--- config.mk ---
export PLATFORM = sky130hd
export DESIGN_NAME = instr_encoder_loader
export DESIGN_NICKNAME = d
export VERILOG_FILES = /design/src/rtl/instr_encoder_loader_pkg.sv /design/src/rtl/instr_encoder_loader_secded.sv /design/src/rtl/instr_encoder_loader.sv
export SDC_FILE = /design/constraint.sdc
export NUM_CORES = 1
export LEC_CHECK = 0
export ABC_CLOCK_PERIOD_IN_PS = 4200
export BUFFER_PORTS_ARGS = -buffer_cell sky130_fd_sc_hd__buf_2
export CORE_MARGIN = 1
export CORE_UTILIZATION = 49
export CTS_CLUSTER_DIAMETER = 40
export DETAILED_ROUTE_END_ITERATION = 10
export GPL_TIMING_DRIVEN = 0
export PLACE_DENSITY = 0.82
export SLEW_MARGIN = 10
export SYNTH_ARGS = -nofsm -noshare
export SYNTH_HDL_FRONTEND = slang
export SYNTH_HIERARCHICAL = 1
export SYNTH_SLANG_ARGS = --single-unit
--- constraint.sdc ---
create_clock -name clk -period 4.2 [get_ports clk]
set_input_delay 0.63 -clock clk [delete_from_list [all_inputs] [get_ports clk]]
set_output_delay 0.63 -clock clk [all_outputs]
set_load 0.02 [all_outputs]
--- src/rtl/instr_encoder_loader_pkg.sv ---
// Shared definitions for the instruction path: command classes, RV32I opcodes,
// SECDED codeword layout and the encode helpers used by the loader.
package instr_enc_pkg;

    typedef enum logic [2:0] {
        CLS_LOAD   = 3'd0,
        CLS_STORE  = 3'd1,
        CLS_RTYPE  = 3'd2,
        CLS_ITYPE  = 3'd3,
        CLS_BRANCH = 3'd4
    } instr_class_e;

    typedef enum logic [1:0] {
        ST_IDLE  = 2'd0,
        ST_ENC   = 2'd1,
        ST_WRITE = 2'd2
    } ldr_state_e;

    localparam logic [6:0] OPC_LOAD   = 7'b0000011;
    localparam logic [6:0] OPC_STORE  = 7'b0100011;
    localparam logic [6:0] OPC_RTYPE  = 7'b0110011;
    localparam logic [6:0] OPC_ITYPE  = 7'b0010011;
    localparam logic [6:0] OPC_BRANCH = 7'b1100011;

    localparam int CW_W    = 32'sd39;
    localparam int NUM_CHK = 32'sd6;
    localparam logic [5:0] CHK_POS [NUM_CHK] = '{6'd1, 6'd2, 6'd4, 6'd8, 6'd16, 6'd32};

    function automatic logic class_legal(input logic [2:0] cls);
        return (cls <= 3'd4);
    endfunction

    function automatic logic [31:0] encode_instr(
        input logic [2:0]  cls,
        input logic [2:0]  f3,
        input logic        f7b5,
        input logic [4:0]  rd,
        input logic [4:0]  rs1,
        input logic [4:0]  rs2,
        input logic [12:0] imm
    );
        logic [31:0] w;
        case (cls)
            CLS_LOAD:   w = {imm[11:0], rs1, f3, rd, OPC_LOAD};
            CLS_ITYPE:  w = {imm[11:0], rs1, f3, rd, OPC_ITYPE};
            CLS_RTYPE:  w = {1'b0, f7b5, 5'b00000, rs2, rs1, f3, rd, OPC_RTYPE};
            CLS_STORE:  w = {imm[11:5], rs2, rs1, f3, imm[4:0], OPC_STORE};
            CLS_BRANCH: w = {imm[12], imm[10:5], rs2, rs1, f3, imm[4:1], imm[11], OPC_BRANCH};
            default:    w = 32'h0000_0000;
        endcase
        return w;
    endfunction

    // Data fills non-power-of-two positions; each check bit covers indices with its bit set.
    function automatic logic [CW_W-1:0] secded_encode(input logic [31:0] d);
        logic [CW_W-1:0] c;
        int unsigned     di;
        c  = '0;
        di = 32'd0;
        for (int pos = 32'sd1; pos < CW_W; pos++) begin
            if ((pos & (pos - 32'sd1)) != 32'sd0) begin
                c[pos] = d[di];
                di++;
            end
        end
        for (int k = 32'sd0; k < NUM_CHK; k++) begin
            for (int pos = 32'sd1; pos < CW_W; pos++) begin
                if (((pos & (32'sd1 << k)) != 32'sd0) && (pos != int'(CHK_POS[k]))) begin
                    c[CHK_POS[k]] = c[CHK_POS[k]] ^ c[pos];
                end
            end
        end
        c[0] = ^c[CW_W-1:1];
        return c;
    endfunction

endpackage

--- src/rtl/instr_encoder_loader_secded.sv ---
// Combinational Hamming(38,32) + overall-parity encoder, shared with the fetch-side checker.
module secded_enc_32
    import instr_enc_pkg::*;
(
    input  logic [31:0]     data_i,
    output logic [CW_W-1:0] code_o
);

    assign code_o = secded_encode(data_i);

endmodule

--- src/rtl/instr_encoder_loader.sv ---
// Accepts decoded-field commands, encodes RV32I words, SECDED-protects them and
// writes them sequentially into instruction memory starting at BASE_ADDR.
module instr_encoder_loader
    import instr_enc_pkg::*;
#(
    parameter int ADDR_W    = 32'sd8,
    parameter int BASE_ADDR = 32'sd0
)
(
    input  logic              clk,
    input  logic              rst,
    input  logic              clear,
    input  logic              in_valid,
    output logic              in_ready,
    input  logic [2:0]        in_class,
    input  logic [2:0]        in_funct3,
    input  logic              in_funct7b5,
    input  logic [4:0]        in_rd,
    input  logic [4:0]        in_rs1,
    input  logic [4:0]        in_rs2,
    input  logic [12:0]       in_imm,
    output logic              mem_we,
    output logic [ADDR_W-1:0] mem_addr,
    output logic [CW_W-1:0]   mem_wdata,
    output logic [31:0]       instr_dbg,
    output logic              full,
    output logic              err,
    output logic [ADDR_W:0]   count
);

    localparam logic [ADDR_W-1:0] BASE_A   = ADDR_W'(BASE_ADDR);
    localparam logic [ADDR_W-1:0] ADDR_MAX = {ADDR_W{1'b1}};

    ldr_state_e        state_q;
    logic [ADDR_W-1:0] addr_q;
    logic [ADDR_W:0]   count_q;
    logic              full_q;
    logic              err_q;
    logic              illegal_q;
    logic              mem_we_q;
    logic [CW_W-1:0]   mem_wdata_q;
    logic [31:0]       instr_dbg_q;
    logic [31:0]       enc_word_s;
    logic              legal_s;
    logic [CW_W-1:0]   code_s;

    assign legal_s    = class_legal(in_class);
    assign enc_word_s = encode_instr(in_class, in_funct3, in_funct7b5, in_rd, in_rs1, in_rs2, in_imm);

    secded_enc_32 u_secded (
        .data_i (instr_dbg_q),
        .code_o (code_s)
    );

    // Loader FSM: encodes at acceptance so instr_dbg is visible one cycle later.
    always_ff @(posedge clk) begin
        if (rst) begin
            state_q     <= ST_IDLE;
            addr_q      <= BASE_A;
            count_q     <= '0;
            full_q      <= 1'b0;
            err_q       <= 1'b0;
            illegal_q   <= 1'b0;
            mem_we_q    <= 1'b0;
            mem_wdata_q <= '0;
            instr_dbg_q <= 32'h0000_0000;
        end else if (clear) begin
            state_q   <= ST_IDLE;
            addr_q    <= BASE_A;
            count_q   <= '0;
            full_q    <= 1'b0;
            err_q     <= 1'b0;
            illegal_q <= 1'b0;
            mem_we_q  <= 1'b0;
        end else begin
            mem_we_q <= 1'b0;
            err_q    <= 1'b0;
            case (state_q)
                ST_IDLE: begin
                    if (in_valid && !full_q) begin
                        illegal_q <= !legal_s;
                        err_q     <= !legal_s;
                        if (legal_s) begin
                            instr_dbg_q <= enc_word_s;
                        end
                        state_q <= ST_ENC;
                    end
                end
                ST_ENC: begin
                    if (illegal_q) begin
                        state_q <= ST_IDLE;
                    end else begin
                        mem_we_q    <= 1'b1;
                        mem_wdata_q <= code_s;
                        state_q     <= ST_WRITE;
                    end
                end
                ST_WRITE: begin
                    // The last address saturates instead of wrapping.
                    if (addr_q == ADDR_MAX) begin
                        full_q <= 1'b1;
                    end else begin
                        addr_q <= addr_q + ADDR_W'(1'b1);
                    end
                    count_q <= count_q + (ADDR_W + 1)'(1'b1);
                    state_q <= ST_IDLE;
                end
                default: begin
                    state_q <= ST_IDLE;
                end
            endcase
        end
    end

    // A clear landing in the write cycle must suppress that cycle's strobe.
    assign mem_we    = mem_we_q & ~clear;
    assign in_ready  = (state_q == ST_IDLE) & ~full_q & ~clear;
    assign mem_addr  = addr_q;
    assign mem_wdata = mem_wdata_q;
    assign instr_dbg = instr_dbg_q;
    assign full      = full_q;
    assign err       = err_q;
    assign count     = count_q;

endmodule
=== Word-level counts from Yosys, hierarchy flattened ===
Cells that the tools add are included.

* Output and inout bits: 92
* Register bits: 94
* Logic and storage cells: 133

* $add $sub $neg: 2
* Eq/ne operators: 8
* Reductions and logical operators: 14
* Mux-type cells: 5
* Order comparisons: 1
* Bitwise logic cells: 94

{| class="wikitable"
|+ Operators with widths
! cell !! number
|-
| 32-bit one-hot mux with 5 select lines || 1
|-
| 1-bit bitwise XOR || 84
|-
| 38-bit XOR reduction || 1
|-
| 9-bit by 1-bit adder with 9-bit output, second input constant || 1
|-
| 8-bit by 1-bit adder with 8-bit output, second input constant || 1
|-
| 8-bit equality test, second input constant || 1
|-
| 1-bit NOT || 7
|-
| 3-bit by 2-bit equality test with 1-bit output, second input constant || 2
|-
| 2-bit AND reduction || 3
|-
| 2-bit two-way mux || 2
|-
| 2-bit one-hot mux with 2 select lines || 1
|-
| 4-bit AND reduction || 1
|-
| 4-bit OR reduction || 1
|-
| 1-bit AND || 3
|-
| 3-bit by 1-bit equality test with 1-bit output, second input constant || 1
|-
| 3-bit equality test, second input constant || 1
|-
| 3-bit less-or-equal comparator, second input constant || 1
|-
| 3-bit logical NOT || 1
|-
| 3-bit AND reduction || 1
|-
| 3-bit OR reduction || 1
|-
| 2-bit by 1-bit equality test with 1-bit output, second input constant || 1
|-
| 2-bit equality test, second input constant || 1
|-
| 1-bit logical NOT || 2
|-
| 2-bit logical NOT || 1
|-
| 4 further kinds || 4
|}

=== Logic depth before layout (Yosys ltp) ===
Gate-level depths: netlist (run 1).

* Word-level depth: 18
* Depth in mapped cells: 7

=== Hierarchy ===
The synthesis (run 1) kept the hierarchy.

{| class="wikitable"
|+ Modules (own cells, without submodules)
! module !! cells an instance !! seq. area each (um2) !! area each (um2) !! instances
|-
| instr_encoder_loader || 431 || 1821.7 || 3592.2 || 1
|-
| secded_enc_32 || 90 || 0.0 || 877.1 || 1
|}

=== Worst setup path after synthesis (run 1) ===
OpenSTA, ideal clock, no wires.

* Path kind: reg2reg
* Start point: register instr_dbg_q[25] (netlist: instr_dbg[25])
* End point: register mem_wdata_q[0] (netlist: mem_wdata[0])
* Setup slack: 2.039 ns
* Cell stages (with the launch flop): 7
* Data required time: 4.068 ns
* Buffers on the path: 0
* Data arrival time: 2.028 ns
* Setup time: 0.132 ns
* Cell sequence: dfxtp_1 > xnor2_1 > xnor3_2 > xnor3_2 > xor3_1 > nand2_1 > a21oi_1

* Cells in the longest elaborated chain, start to end: 5
* Elaborated cells on any way between the ends: 15

{| class="wikitable"
|+ Ends and longest elaborated chain
! element !! RTL line !! RTL
|-
| start: declaration || instr_encoder_loader.sv:42 || <nowiki>logic [31:0] instr_dbg_q;</nowiki>
|-
| start signal: assignment || instr_encoder_loader.sv:84 || <nowiki>instr_dbg_q <= enc_word_s;</nowiki>
|-
| 1-bit bitwise XOR (4 in series) || instr_encoder_loader_pkg.sv:69 || <nowiki>c[CHK_POS[k]] = c[CHK_POS[k]] ^ c[pos];</nowiki>
|-
| via code_s[2] || instr_encoder_loader.sv:45 || <nowiki>logic [CW_W-1:0] code_s;</nowiki>
|-
| 38-bit XOR reduction || instr_encoder_loader_pkg.sv:73 || <nowiki>c[0] = ^c[CW_W-1:1];</nowiki>
|-
| via code_s[0] || instr_encoder_loader.sv:45 ||
|-
| end signal: assignment || instr_encoder_loader.sv:94 || <nowiki>mem_wdata_q <= code_s;</nowiki>
|-
| end: declaration || instr_encoder_loader.sv:41 || <nowiki>logic [CW_W-1:0] mem_wdata_q;</nowiki>
|}

The timed path passes the listed nets, and every way through them passes these cells.
A chain may end at the register's enable or synchronous reset.

=== Worst setup path after layout (run 1) ===
* Start point: register instr_dbg_q[4] (netlist: instr_dbg[4])
* End point: register mem_wdata_q[0] (netlist: mem_wdata[0])

* Elaborated cells on any way between the ends: 30

{| class="wikitable"
|+ RTL lines
! element !! RTL line
|-
| 1-bit bitwise XOR (14 in series) || instr_encoder_loader_pkg.sv:69
|-
| via code_s[8] || instr_encoder_loader.sv:45
|-
| 38-bit XOR reduction || instr_encoder_loader_pkg.sv:73
|-
| via code_s[0] || instr_encoder_loader.sv:45
|}

The timed path passes the listed nets, and every way through them passes these cells.

==> out/results.ini, run 1 <==
[outcome]
status=finished clean

[drt]
routed_wl_mm=11.61
first_pass_iters=6
vias=4072
viasPerCell=5.221
first_iter_violations=140
antenna_left=0
wl_per_cell_um=14.89
drc_errors=0

[die]
core_um2=8763
dieArea_um2=9507
die_h_um=97.51
die_width_um=97.51
rows=34
io_pins=131
start_util=0.5100

[synthesis]
synth_top_area_frac=0.4076
synth.mux.area_fraction=0.01708
synth_most_common_cell=nand2_1
synth_fa_ha_area_frac=0.005599
synth-seq-cells=91
synth-seq-area-share=0.4076
synth-async-reset-ratio=0
yosys.area.top_type=dfxtp_1
synth-compound-area-share=0.1235
synth_warnings=6
synth-simple-area-share=0.1904
synth_area_um2=4469
synth_enable_flop_cells=0
synth_top_family_by_area=simple AND/OR/NAND/NOR gates
ys_top_cells_by_area=dfxtp_1 (41%), xnor2_1 (9.2%), nand2_1 (8.8%)
synth_cell_types=46
ys.flop_type=dfxtp_1
syn_inst=521
avgSynthCellArea_um2=8.578
synth_xor_area_frac=0.1699
synthTopCellsByCount=nand2_1 (105), dfxtp_1 (91), a21oi_1 (63), xnor2_1 (47), nor2_1 (37)

[clock_network]
hold_buffers=0
clkLatencyLatePin_ps=370
postCtsSetupBuffers=0
tritoncts=built
clkSlewWorstSetupHoldPaths_ps=90
cts.sinks=91
cts_buffers=9
clk_path_buf_depth=2
htree_levels=3
cts_resized=0
cts_root_buffer=clkbuf_8

[worst_setup_path]
critPathKind=flip-flop to flip-flop
start_kind=flip-flop
r2r_slack_ps=1910
path_cells=xor2_1 -> xnor3_1 -> xnor2_1 -> xnor2_1 -> xor3_1 -> nand2_1 -> a21oi_1
crit_path_end_kind=flip-flop
cp_slowest_stage_delay_ps=540
cp_common_cell=xnor2_1
crit_path_top_delay_cell=dfxtp_1
cp.arrival_ps=2520
path_max_fanout=6
crit_required_ps=4430
cpLargestDelayFamily=XOR/XNOR gates
path_buf_inv=0

[timing]
slew_viol_final=0
max_freq_ghz=0.4360
fin_skew_ps=15.00
grt_setup_unrepaired=false
setup_tns_ps=0
setup_viol=0
worstMarginPinSlew_ps=673.4
setup_ws_ps=1906
finalCritPeriodShare=0.5461
period_minus_slack_ps=2294
hold_ws_ps=458.3
hold_viol=0
relSlewSlack=0.5470

[global_routing]
grt_max_degree=16
groute.usage.overall=0.2537
first_global_vias=3947
antenna_found_initial=0
grt_pass1_wl_mm=19.44
overflow=0

[pwr]
p_leak_nw=2.464
power_density_nw_per_um2=368.4
vdd_drop_max_mv=0.1929

[placement]
port-buffer-count=128
place_ws_ps=1929
place_hpwl_mm=8.891
gp_congestion=0.8504

[cells_and_area]
n_antenna_cell=0
final_nets=708
drive_gt1_frac=0.3006
area_growth_pct=23.24

[min_path]
hp-class=flip-flop to flip-flop

[job]
drv_cap=0

==> tightest hold or removal path: cells and delay by family (launching register included) <==
kind             cells  cell delay (ps)
AND/OR/NAND/NOR      1               50
flip-flops           1              320
AO/OA/AOI/OAI        1               50
==> cell families after synthesis <==
| kind of cell | count (synthesis) |
|---|---|
| other | 1 |
| adder cells (fa/ha/maj) | 2 |
| AO/OA/AOI/OAI | 93 |
| XOR/XNOR | 72 |
| buffers and inverters | 64 |
| multiplexers | 7 |
| AND/OR/NAND/NOR | 191 |
| flip-flops | 91 |
==> registers in the layout, summed over array words and instances (netlist names) <==
signal	cells
mem_addr	8
mem_wdata	39
count	9
err	1
illegal_q	1
mem_we_q	1
full	1
instr_dbg	29
state_q	2
==> per-stage QoR <==
stage	utilization	power, W	instance area (um^2)	cells
after floorplan	-	0.001256	4496	528
after global placement	0.6015	0.001340	5271	764
after detailed placement	0.6015	0.001351	5271	764
after CTS	0.6285	0.002028	5508	780
after global routing	0.6285	0.002116	5508	780
final	0.6285	0.002029	5508	780
==> final cells by class <==
class	count	area, um^2
Clock buffer	11	151.4
Inverter	4	15.01
Timing Repair Buffer	128	640.6
Clock inverter	5	85.08
Fill cell	760	3256
Tap cell	108	135.1
Buffer	60	365.4
Multi-Input combinational cell	373	2293
Sequential cell	91	1822
==> layer usage <==
metal / global-route usage / vias to the layer above / wire, um
li1: - / 1986 / -
met1: 0.3164 / 1928 / 4965
met2: 0.4303 / 136 / 5718
met3: 0.04964 / 22 / 689
met4: 0.09842 / 0 / 239
met5: 0 / - / 0
==> power by group <==
group	internal [W]	switching, W	total (W)
clock	0.000370	0.000323	0.000693
combinational	0.000230	0.000195	0.000425
sequential	0.000881	0.0000298	0.000911
total	0.00148	0.000548	0.00203
==> path summary, 6_finish.rpt <==
check                  end     startpoint  depth (start not counted)
max           mem_wdata[0]   instr_dbg[4]                          7
min          mem_wdata[22]  mem_wdata[22]                          2
max reg2reg   mem_wdata[0]   instr_dbg[4]                          7
min reg2reg  mem_wdata[22]  mem_wdata[22]                          2
==> layout by cell type (no fill, tap or decap), types with 11 or more instances in the layout <==
cell | synthesis | routed
buf_4 | 35 | 35
nand2_1 | 105 | 105
xnor2_1 | 47 | 47
clkbuf_8 | 0 | 11
buf_2 | 7 | 135
clkbuf_1 | 18 | 18
nor3_1 | 11 | 11
nor2_1 | 37 | 37
a21oi_1 | 63 | 63
xor2_1 | 15 | 15
dfxtp_1 | 91 | 91
(Power assumes the default switching activity.)
==> run 2, diff against run 1 <==
--- a/config.mk
+++ b/config.mk
@@ -5,10 +5,10 @@
 export SDC_FILE = /design/constraint.sdc
 export NUM_CORES = 1
 export LEC_CHECK = 0
-export ABC_CLOCK_PERIOD_IN_PS = 4200
+export ABC_CLOCK_PERIOD_IN_PS = 2100
 export BUFFER_PORTS_ARGS = -buffer_cell sky130_fd_sc_hd__buf_2
 export CORE_MARGIN = 1
-export CORE_UTILIZATION = 49
+export CORE_UTILIZATION = 47
 export CTS_CLUSTER_DIAMETER = 40
 export DETAILED_ROUTE_END_ITERATION = 10
 export GPL_TIMING_DRIVEN = 0
==> constraint.sdc (replaced) <==
create_clock -name clk -period 2.1 [get_ports clk]
set_input_delay 0.315 -clock clk [delete_from_list [all_inputs] [get_ports clk]]
set_output_delay 0.315 -clock clk [all_outputs]
set_load 0.02 [all_outputs]
==> run 2 against run 1 <==
  * Die area grew 4.2%
  * Largest power group unchanged
  * Clock skew rose by 1.2 ps
  * Utilization fell by 2.5 points
  * The run now ends with setup timing left
==> out/results.ini, run 2 (same netlist as run 1, synthesis figures left out) <==
[timing]
fin_skew_ps=16.16
worstMarginPinSlew_ps=843.0
setup_ws_ps=-95.31
finalCritPeriodShare=1.045
hold_ws_ps=196.3
hold_viol=0
grt_setup_unrepaired=true
period_minus_slack_ps=2195
setup_viol=1
max_freq_ghz=0.4555
slew_viol_final=0
relSlewSlack=0.4330

[die]
die_h_um=99.52
io_pins=131
rows=35
die_width_um=99.52
dieArea_um2=9903
core_um2=9240
start_util=0.4837

[clock_network]
clkSlewWorstSetupHoldPaths_ps=90
clk_path_buf_depth=2
hold_buffers=0
htree_levels=3
tritoncts=built
clkLatencyLatePin_ps=370
cts_root_buffer=clkbuf_8
cts_buffers=9
cts.sinks=91

[global_routing]
antenna_found_initial=0
use_met3=0.05411
groute.usage.overall=0.2462
grt_use_met2=0.4060
grt_busiest_layer=met2
overflow=0
grt_max_degree=17
grt_pass1_wl_mm=18.76
first_global_vias=3788
gr-usage-met1=0.3205

[min_path]
hold_start=in_rs1[1]
hold_end=instr_dbg[16]
hp-class=input port to flip-flop
whs_path_depth=3

[drt]
routed_wl_mm=12.16
viasPerCell=5.154
first_iter_violations=227
drc_errors=0
first_pass_iters=5
antenna_left=0
wl_per_cell_um=15.14
vias=4139

[job]
drv_cap=0

[worst_setup_path]
r2r_slack_ps=-100
crit_required_ps=2320
r2r_end=mem_wdata[0]
critPathKind=flip-flop to flip-flop
r2r_start=instr_dbg[6]
cp.arrival_ps=2410
start_kind=flip-flop
r2r_cells=7
crit_path_end_kind=flip-flop
path_max_fanout=5

[pwr]
power_density_nw_per_um2=682.5
vdd_drop_max_mv=0.3358
p_sw_frac=0.2952
pwr-share-seq=0.480
switching_power_w=0.001124
p_leak_nw=2.460
p_comb_frac=0.235
clkPwrFrac=0.285
p_int_w=0.002683

[cells_and_area]
n_antenna_cell=0
largest_reg_flops=39
final_cell_area_um2=5578
area_growth_pct=24.80
drive_gt1_frac=0.3457
layout_common_cells=buf_2 (135), nand2_1 (105), dfxtp_1 (69)
final_common_cell=buf_2
final_nets=710

[placement]
gp_congestion=0.8903
place_ws_ps=-60.75
dpl_cell_area_um2=5306
place_hpwl_mm=9.040
port-buffer-count=128

[outcome]
violations=setup timing
status=complete, but fails checks

run 2: cell count changes in the layout (fill, tap and decap cells not counted), moves of 2 or more:
cell,previous run,this run
buf_4,35,37
clkinv_2,0,2
bufinv_16,2,0
xor2_2,1,3
xor2_1,15,13
dfxtp_1,91,69
inv_6,0,2
xnor2_2,1,6
dfxtp_2,0,18
clkbuf_8,11,9
dfxtp_4,0,4
xnor2_1,47,42
run 2: worst max path at each step:
stage	startpoint	endpoint	slack [ps]
final	instr_dbg[6]	mem_wdata[0]	-100
after global routing	instr_dbg[6]	mem_wdata[0]	-120
after CTS	instr_dbg[6]	mem_wdata[0]	3
after detailed placement	instr_dbg[10]	mem_wdata[0]	-60
after global placement	instr_dbg[4]	mem_wdata[0]	-30
after floorplan	instr_dbg[11]	mem_wdata[0]	10
run 2: critical path, cell delays in order (launching register included):
cell     delay [ps]
dfxtp_4         390
xnor2_1         220
xnor3_1         480
xnor2_1         160
xnor2_1         220
xor3_1          450
nand2_1          70
a21oi_1          60
run 2: final cells by class:
type                       count  area (um^2)
clock buffer                   9        123.9
multi-input combinational    373         2346
inverter                       4        15.01
buffer                        60        365.4
tap                          129        161.4
clock inverter                 7        51.30
sequential                    91         1859
fill                         794         3662
timing repair buffer         130        655.6
run 2: power by group through the flow:
stage | registers (W) | clock network (W) | logic, W
CTS | 0.00182 | 0.00109 | 0.000871
detailed placement | 0.00186 | 0 | 0.000841
global placement | 0.00186 | 0 | 0.000822
global route | 0.00183 | 0.00117 | 0.000941
finish | 0.00183 | 0.00109 | 0.000893
floorplan | 0.00189 | 0 | 0.000626
run 2: metal layers:
metal,part of all wire,vias up
met4,0.016,0
met1,0.42,1950
met3,0.077,16
met2,0.48,182
met5,0,-
li1,-,1991
run 2: stage by stage:
stage	cells	utilization	total power (W)	TNS, ps
6_report	803	0.6037	0.003807	-95.31
5_1_grt	803	0.6037	0.003940	-123.6
4_1_cts	803	0.6008	0.003788	0
3_5_place_dp	785	0.5743	0.002705	-60.75
3_3_place_gp	785	0.5743	0.002684	-26.96
2_1_floorplan	528	-	0.002514	0
run 2: timing repair:
item,CTS,global route
setup endpoints to repair,1,1
pin swaps,7,1
resized for setup,20,6
buffers inserted,2,0
gates cloned,0,0
